<file path="config.mk">
export PLATFORM = sky130hd
export DESIGN_NAME = line_draw_scheduler
export DESIGN_NICKNAME = d
export VERILOG_FILES = /design/src/rtl/line_draw_scheduler.sv
export SDC_FILE = /design/constraint.sdc
export NUM_CORES = 1
export LEC_CHECK = 0
export CAP_MARGIN = 15
export CORE_MARGIN = 2
export CORE_UTILIZATION = 40
export DETAILED_ROUTE_END_ITERATION = 10
export PLACE_DENSITY = 0.71
export SYNTH_ARGS = -nofsm -noshare
export SYNTH_HDL_FRONTEND = slang
export SYNTH_SLANG_ARGS = --single-unit
</file>
<file path="constraint.sdc">
create_clock -name iClk -period 2.4 [get_ports iClk]
set_clock_uncertainty 0.05 [all_clocks]
set_input_delay 0.24 -clock iClk [delete_from_list [all_inputs] [get_ports iClk]]
set_output_delay 0.24 -clock iClk [all_outputs]
set_load 0.03 [all_outputs]
</file>
<file path="src/rtl/line_draw_scheduler.sv">
// Purpose: queues line-draw commands, runs them one at a time through the Line engine, and arbitrates the frame-buffer write port.
// Latency: 2 cycles from a command push into an empty, idle block to oLineGo; 1 cycle from an engine or host pixel to oWrEn.
// Backpressure: oCmdReady drops while the command FIFO is full; a host request waits while the engine writes.
module line_draw_scheduler #(
  parameter int FIFO_DEPTH = 4,
  parameter int COLOR_W    = 8,
  parameter int ADR_W      = 16
) (
  input  logic                        iClk,
  input  logic                        iRst_n,
  input  logic                        iCmdValid,
  output logic                        oCmdReady,
  input  logic [7:0]                  iCmdX0,
  input  logic [7:0]                  iCmdY0,
  input  logic [7:0]                  iCmdX1,
  input  logic [7:0]                  iCmdY1,
  input  logic [COLOR_W-1:0]          iCmdColor,
  input  logic                        iFlush,
  output logic                        oLineGo,
  output logic [7:0]                  oLineX0,
  output logic [7:0]                  oLineY0,
  output logic [7:0]                  oLineX1,
  output logic [7:0]                  oLineY1,
  input  logic                        iLineDone,
  input  logic [ADR_W-1:0]            iLineAdr,
  input  logic                        iLineWrEn,
  input  logic                        iHostReq,
  input  logic [ADR_W-1:0]            iHostAdr,
  input  logic [COLOR_W-1:0]          iHostData,
  output logic                        oHostGnt,
  output logic [ADR_W-1:0]            oAdr,
  output logic [COLOR_W-1:0]          oWrData,
  output logic                        oWrEn,
  output logic                        oBusy,
  output logic [$clog2(FIFO_DEPTH):0] oCount
);

  localparam int PTR_W = $clog2(FIFO_DEPTH);
  localparam int CNT_W = PTR_W + 1;

  typedef struct packed {
    logic [7:0]         x0;
    logic [7:0]         y0;
    logic [7:0]         x1;
    logic [7:0]         y1;
    logic [COLOR_W-1:0] color;
  } cmd_t;

  typedef enum logic [1:0] {
    S_IDLE,
    S_LAUNCH,
    S_ARM,
    S_DRAW
  } state_t;

  cmd_t               fifo_q [FIFO_DEPTH];
  cmd_t               cmd_in;
  logic [PTR_W-1:0]   wr_ptr_q, wr_ptr_d;
  logic [PTR_W-1:0]   rd_ptr_q, rd_ptr_d;
  logic [CNT_W-1:0]   count_q, count_d;
  state_t             state_q, state_d;
  cmd_t               cmd_q, cmd_d;
  logic [ADR_W-1:0]   adr_q, adr_d;
  logic [COLOR_W-1:0] wdat_q, wdat_d;
  logic               wen_q, wen_d;
  logic               full, empty, push, pop;

  assign cmd_in = '{x0: iCmdX0, y0: iCmdY0, x1: iCmdX1, y1: iCmdY1, color: iCmdColor};
  assign full   = (count_q == CNT_W'(FIFO_DEPTH));
  assign empty  = (count_q == '0);
  // A flush wins over both a push and a pop in the same cycle.
  assign push   = iCmdValid && !full && !iFlush;
  assign pop    = (state_q == S_IDLE) && !empty && !iFlush;

  // Command storage; contents are don't-care while count_q says the slot is empty.
  always_ff @(posedge iClk) begin
    if (push) begin
      fifo_q[wr_ptr_q] <= cmd_in;
    end
  end

  // Pointer and occupancy update; pointers wrap naturally at the power-of-two depth.
  always_comb begin
    wr_ptr_d = wr_ptr_q;
    rd_ptr_d = rd_ptr_q;
    count_d  = count_q;
    if (iFlush) begin
      rd_ptr_d = wr_ptr_q;
      count_d  = '0;
    end else begin
      if (push) wr_ptr_d = wr_ptr_q + 1'b1;
      if (pop)  rd_ptr_d = rd_ptr_q + 1'b1;
      case ({push, pop})
        2'b10:   count_d = count_q + 1'b1;
        2'b01:   count_d = count_q - 1'b1;
        default: count_d = count_q;
      endcase
    end
  end

  // Sequencer: pop a command, pulse go, skip the stale done in ARM, then wait for done in DRAW.
  always_comb begin
    state_d = state_q;
    cmd_d   = cmd_q;
    case (state_q)
      S_IDLE: begin
        if (pop) begin
          cmd_d   = fifo_q[rd_ptr_q];
          state_d = S_LAUNCH;
        end
      end
      S_LAUNCH: state_d = S_ARM;
      // The engine still shows the previous line's done here; ignore it.
      S_ARM:    state_d = S_DRAW;
      S_DRAW: begin
        if (iLineDone) state_d = S_IDLE;
      end
      default:  state_d = S_IDLE;
    endcase
  end

  // Write-port arbitration: the engine cannot stall, so it always beats the host.
  always_comb begin
    adr_d  = adr_q;
    wdat_d = wdat_q;
    wen_d  = 1'b0;
    if (iLineWrEn) begin
      adr_d  = iLineAdr;
      wdat_d = cmd_q.color;
      wen_d  = 1'b1;
    end else if (iHostReq) begin
      adr_d  = iHostAdr;
      wdat_d = iHostData;
      wen_d  = 1'b1;
    end
  end

  // State, FIFO bookkeeping, held command and registered write port.
  always_ff @(posedge iClk or negedge iRst_n) begin
    if (!iRst_n) begin
      wr_ptr_q <= '0;
      rd_ptr_q <= '0;
      count_q  <= '0;
      state_q  <= S_IDLE;
      cmd_q    <= '0;
      adr_q    <= '0;
      wdat_q   <= '0;
      wen_q    <= 1'b0;
    end else begin
      wr_ptr_q <= wr_ptr_d;
      rd_ptr_q <= rd_ptr_d;
      count_q  <= count_d;
      state_q  <= state_d;
      cmd_q    <= cmd_d;
      adr_q    <= adr_d;
      wdat_q   <= wdat_d;
      wen_q    <= wen_d;
    end
  end

  assign oCmdReady = !full;
  assign oCount    = count_q;
  assign oLineGo   = (state_q == S_LAUNCH);
  assign oLineX0   = cmd_q.x0;
  assign oLineY0   = cmd_q.y0;
  assign oLineX1   = cmd_q.x1;
  assign oLineY1   = cmd_q.y1;
  // Grant is masked while reset is asserted so nothing is consumed during reset.
  assign oHostGnt  = iRst_n && iHostReq && !iLineWrEn;
  assign oAdr      = adr_q;
  assign oWrData   = wdat_q;
  assign oWrEn     = wen_q;
  assign oBusy     = (state_q != S_IDLE) || !empty;

endmodule

</file>
==> run_results.csv, run 1 <==
group,metric,value,unit
setup_path,rr_endpoint,"oCount[1]",
synth,synth_edf_count,160,
outcome,status,"completed",
clock_tree,cts-buffers-inserted,25,
power_and_ir_drop,ir_drop,0.683,mV
sta,setup_viol,0,
clock_tree,cts.sinks,234,
setup_path,critPathSlowestCell,"fa_1",
setup_path,r2r_slack,0.14,ns
routing,vias,4830,
finish,final_cell_area,12000,um2
routing,antenna_left,0,
die,dieHeight,158,um
die,die_area,24800,um2
sta,hold_viol_final,0,
placement,port_buffers,150,
synth,synth_cell_types,41,
run,cap_violations,0,
clock_tree,tritoncts,"built",
clock_tree,clk_latency,0.51,ns
setup_path,arrival,2.61,ns
setup_path,critPathRequiredTime,2.75,ns
synth,async_flop_share,0.316,
global_route,grt_start_max_net_pins,41,
setup_path,critPathMaxStageDelay,0.51,ns
power_and_ir_drop,p_leak,4.35,nW
placement,dp_hpwl,11000,um
die,ios,151,
clock_tree,cts_root_buffer,"clkbuf_16",
die,fp.dieW,158,um
synth,syn_nets,611,
setup_path,criticalPathCategory,"reg -> reg",
placement,dpl_cell_area,11100,um2
finish,stdcell_count,987,
die,design.core.area,23300,um2
routing,vias_per_cell,4.89,
synth,synth_seq_cells,234,
routing,totalWireLength,17900,um
synth,yosysTopAreaCell,"edfxtp_1",
routing,first_pass_iters,4,
sta,fin_crit,2.26,ns
routing,wl_per_cell,18.1,um
sta,max_freq,442,MHz
global_route,grt_pass1_vias,5011,
global_route,grt_pass1_wl,27500,um
sta,rsz0062_at_grt,"false",
synth,synth_most_common_cell,"edfxtp_1",
synth,synthFlopType,"edfxtp_1",
setup_path,worst_setup_path_end_kind,"flip-flop",
synth,yosysSeqAreaShare,0.705,
sta,hold_slack,0.119,ns
finish,layout-drive-gt1-share,0.231,
routing,drtIter0Drc,309,
synth,synth_area,9440,um2
min_path,hold_class,"in -> async",
finish,n_fill_cell,1864,
power_and_ir_drop,pwr_density_cell,1110,nW/um2
finish,syn2layout_area_growth,27.1,%
placement,place_congestion,0.771,
setup_path,cp-start-kind,"flip-flop",
placement,dp.cells,939,
die,initial_core_util,0.404,
setup_path,worst-path-max-fanout,9,
setup_path,r2r_cells,8,
synth,avgSynthCellArea,18.4,um2
global_route,antenna_found_initial,1,
sta,max_slew_margin,0.579,
sta,setup-tns-final,0,ns
synth,synth_top_area_share,0.509,
routing,drc,0,
power_and_ir_drop,total_power,13.3,mW
global_route,grt-ovfl-total,0,
synth,synth_common_cells,"edfxtp_1, dfrtp_1, mux4_2, mux2_2, buf_4",
global_route,groute.usage.overall,0.143,
synth,yosysWarnings,0,
synth,syn_inst,514,
clock_tree,clockBufferDepth,3,
clock_tree,h-tree-depth,1,
clock_tree,clkSlewWorstSetupHoldPaths,0.06,ns
sta,min_period_over_period,0.944,
sta,final-max-slew-violation-count,0,
setup_path,rr_startpoint,"oCount[1]",
die,rows,56,
sta,worst_slew_pin_slew,0.632,ns
synth,synthTopCellsByArea,"edfxtp_1, dfrtp_1, mux4_2",
setup_path,cp_cell_sequence,"nor3_4 -> nand2b_4 -> nor2_4 -> and2_1 -> fa_1 -> o311a_1 -> a21oi_1 -> nor3_1",
finish,num-nets-final,745,
## logic make-up (layout without fill, tap and decap cells)
group	after synthesis	in the layout	synth area share
other cells	0	1	0
simple gates	57	57	0.0322
mux	107	107	0.175
flops	234	234	0.705
xor+xnor	4	4	0.00371
compound gates	38	38	0.0220
fa+ha+maj	10	10	0.0141
buf+inv	64	217	0.0479
## timing repair
action	in CTS	in global routing
gates resized for setup	2	2
setup endpoints to repair	2	2
buffers inserted	0	0
hold buffers	1	0
hold endpoints to repair	20	0
## metrics by stage
step,setup slack (ns),util
after floorplan,0.0421,-
after global placement,0.318,0.476
after detailed placement,0.111,0.476
after CTS,0.0988,0.514
after global routing,0.00501,0.514
final,0.135,0.514
## cell type report
class / count / area [um2] / share of cell area
diodes: 1 / 2.50 / 0.000209
clock buffers: 27 / 633 / 0.0528
clock inverters: 19 / 239 / 0.0199
inverters: 5 / 18.8 / 0.00156
multi-input cells: 216 / 2330 / 0.195
flip-flops and latches: 234 / 6660 / 0.556
well taps: 319 / 399 / 0.0333
repair buffers: 166 / 1700 / 0.142
## per-layer routing
metal / part of all wire / track usage / vias to the layer above / wire, um
met5: 0 / 0 / - / 0
met4: 0.016 / 0.0316 / 0 / 281
met3: 0.068 / 0.0367 / 23 / 1220
met2: 0.51 / 0.260 / 162 / 9190
met1: 0.40 / 0.172 / 2450 / 7200
li1: - / - / 2195 / -
## worst max path at each step
stage | start | to | slack [ns] | depth (start not counted)
after floorplan | oCount[0] | oCount[1] | 0.04 | 10
after global placement | oCount[0] | oCount[1] | 0.32 | 8
after detailed placement | oCount[0] | oCount[1] | 0.11 | 8
after CTS | oCount[0] | oCount[1] | 0.1 | 8
after global routing | oCount[1] | oCount[1] | 0.005 | 8
final | oCount[1] | oCount[1] | 0.14 | 8
## sequential cells by signal (all words and copies together), names as in the netlist, 2 cells and up
signal / flops
oLineX1: 8
oLineY0: 8
rd_ptr_q: 2
state_q: 2
fifo_q: 160
oWrData: 8
oLineX0: 8
oLineY1: 8
wr_ptr_q: 2
cmd_q: 8
oCount: 3
oAdr: 16
## worst max-delay path, delay by kind of cell (launching register included)
family,cells,cell delay [ns]
simple gates,5,0.86
fa+ha+maj,1,0.51
flops,1,0.48
compound gates,2,0.24
## cell usage in the layout, fill, tap and decap left out, types with 3 or more instances in the layout
cell type / synthesis / final
nor2_1: 5 / 5
edfxtp_1: 160 / 160
inv_6: 0 / 3
dfrtp_1: 74 / 70
and2_2: 0 / 4
buf_12: 0 / 7
clkdlybuf4s50_1: 0 / 146
mux4_2: 38 / 38
mux2_4: 5 / 5
o21ai_0: 30 / 30
nand2_1: 31 / 31
inv_1: 5 / 5
buf_4: 32 / 10
bufinv_16: 0 / 5
ha_1: 9 / 9
mux2_2: 37 / 37
dfrtp_2: 0 / 3
clkinv_2: 0 / 6
clkbuf_16: 0 / 25
mux2i_1: 25 / 25
## where the power goes
part	total [mW]	switching [mW]	internal [mW]
clock network	4.00	1.53	2.46
registers	5.48	0.397	5.08
logic	3.85	1.92	1.93
No activity file was read; power rests on OpenSTA's default activity.
==> run 2, diff against run 1 <==
- CAP_MARGIN: 15 -> unset
==> results of run 2 <==
The final DEF is identical to that of run 1; final timing and power are the same.
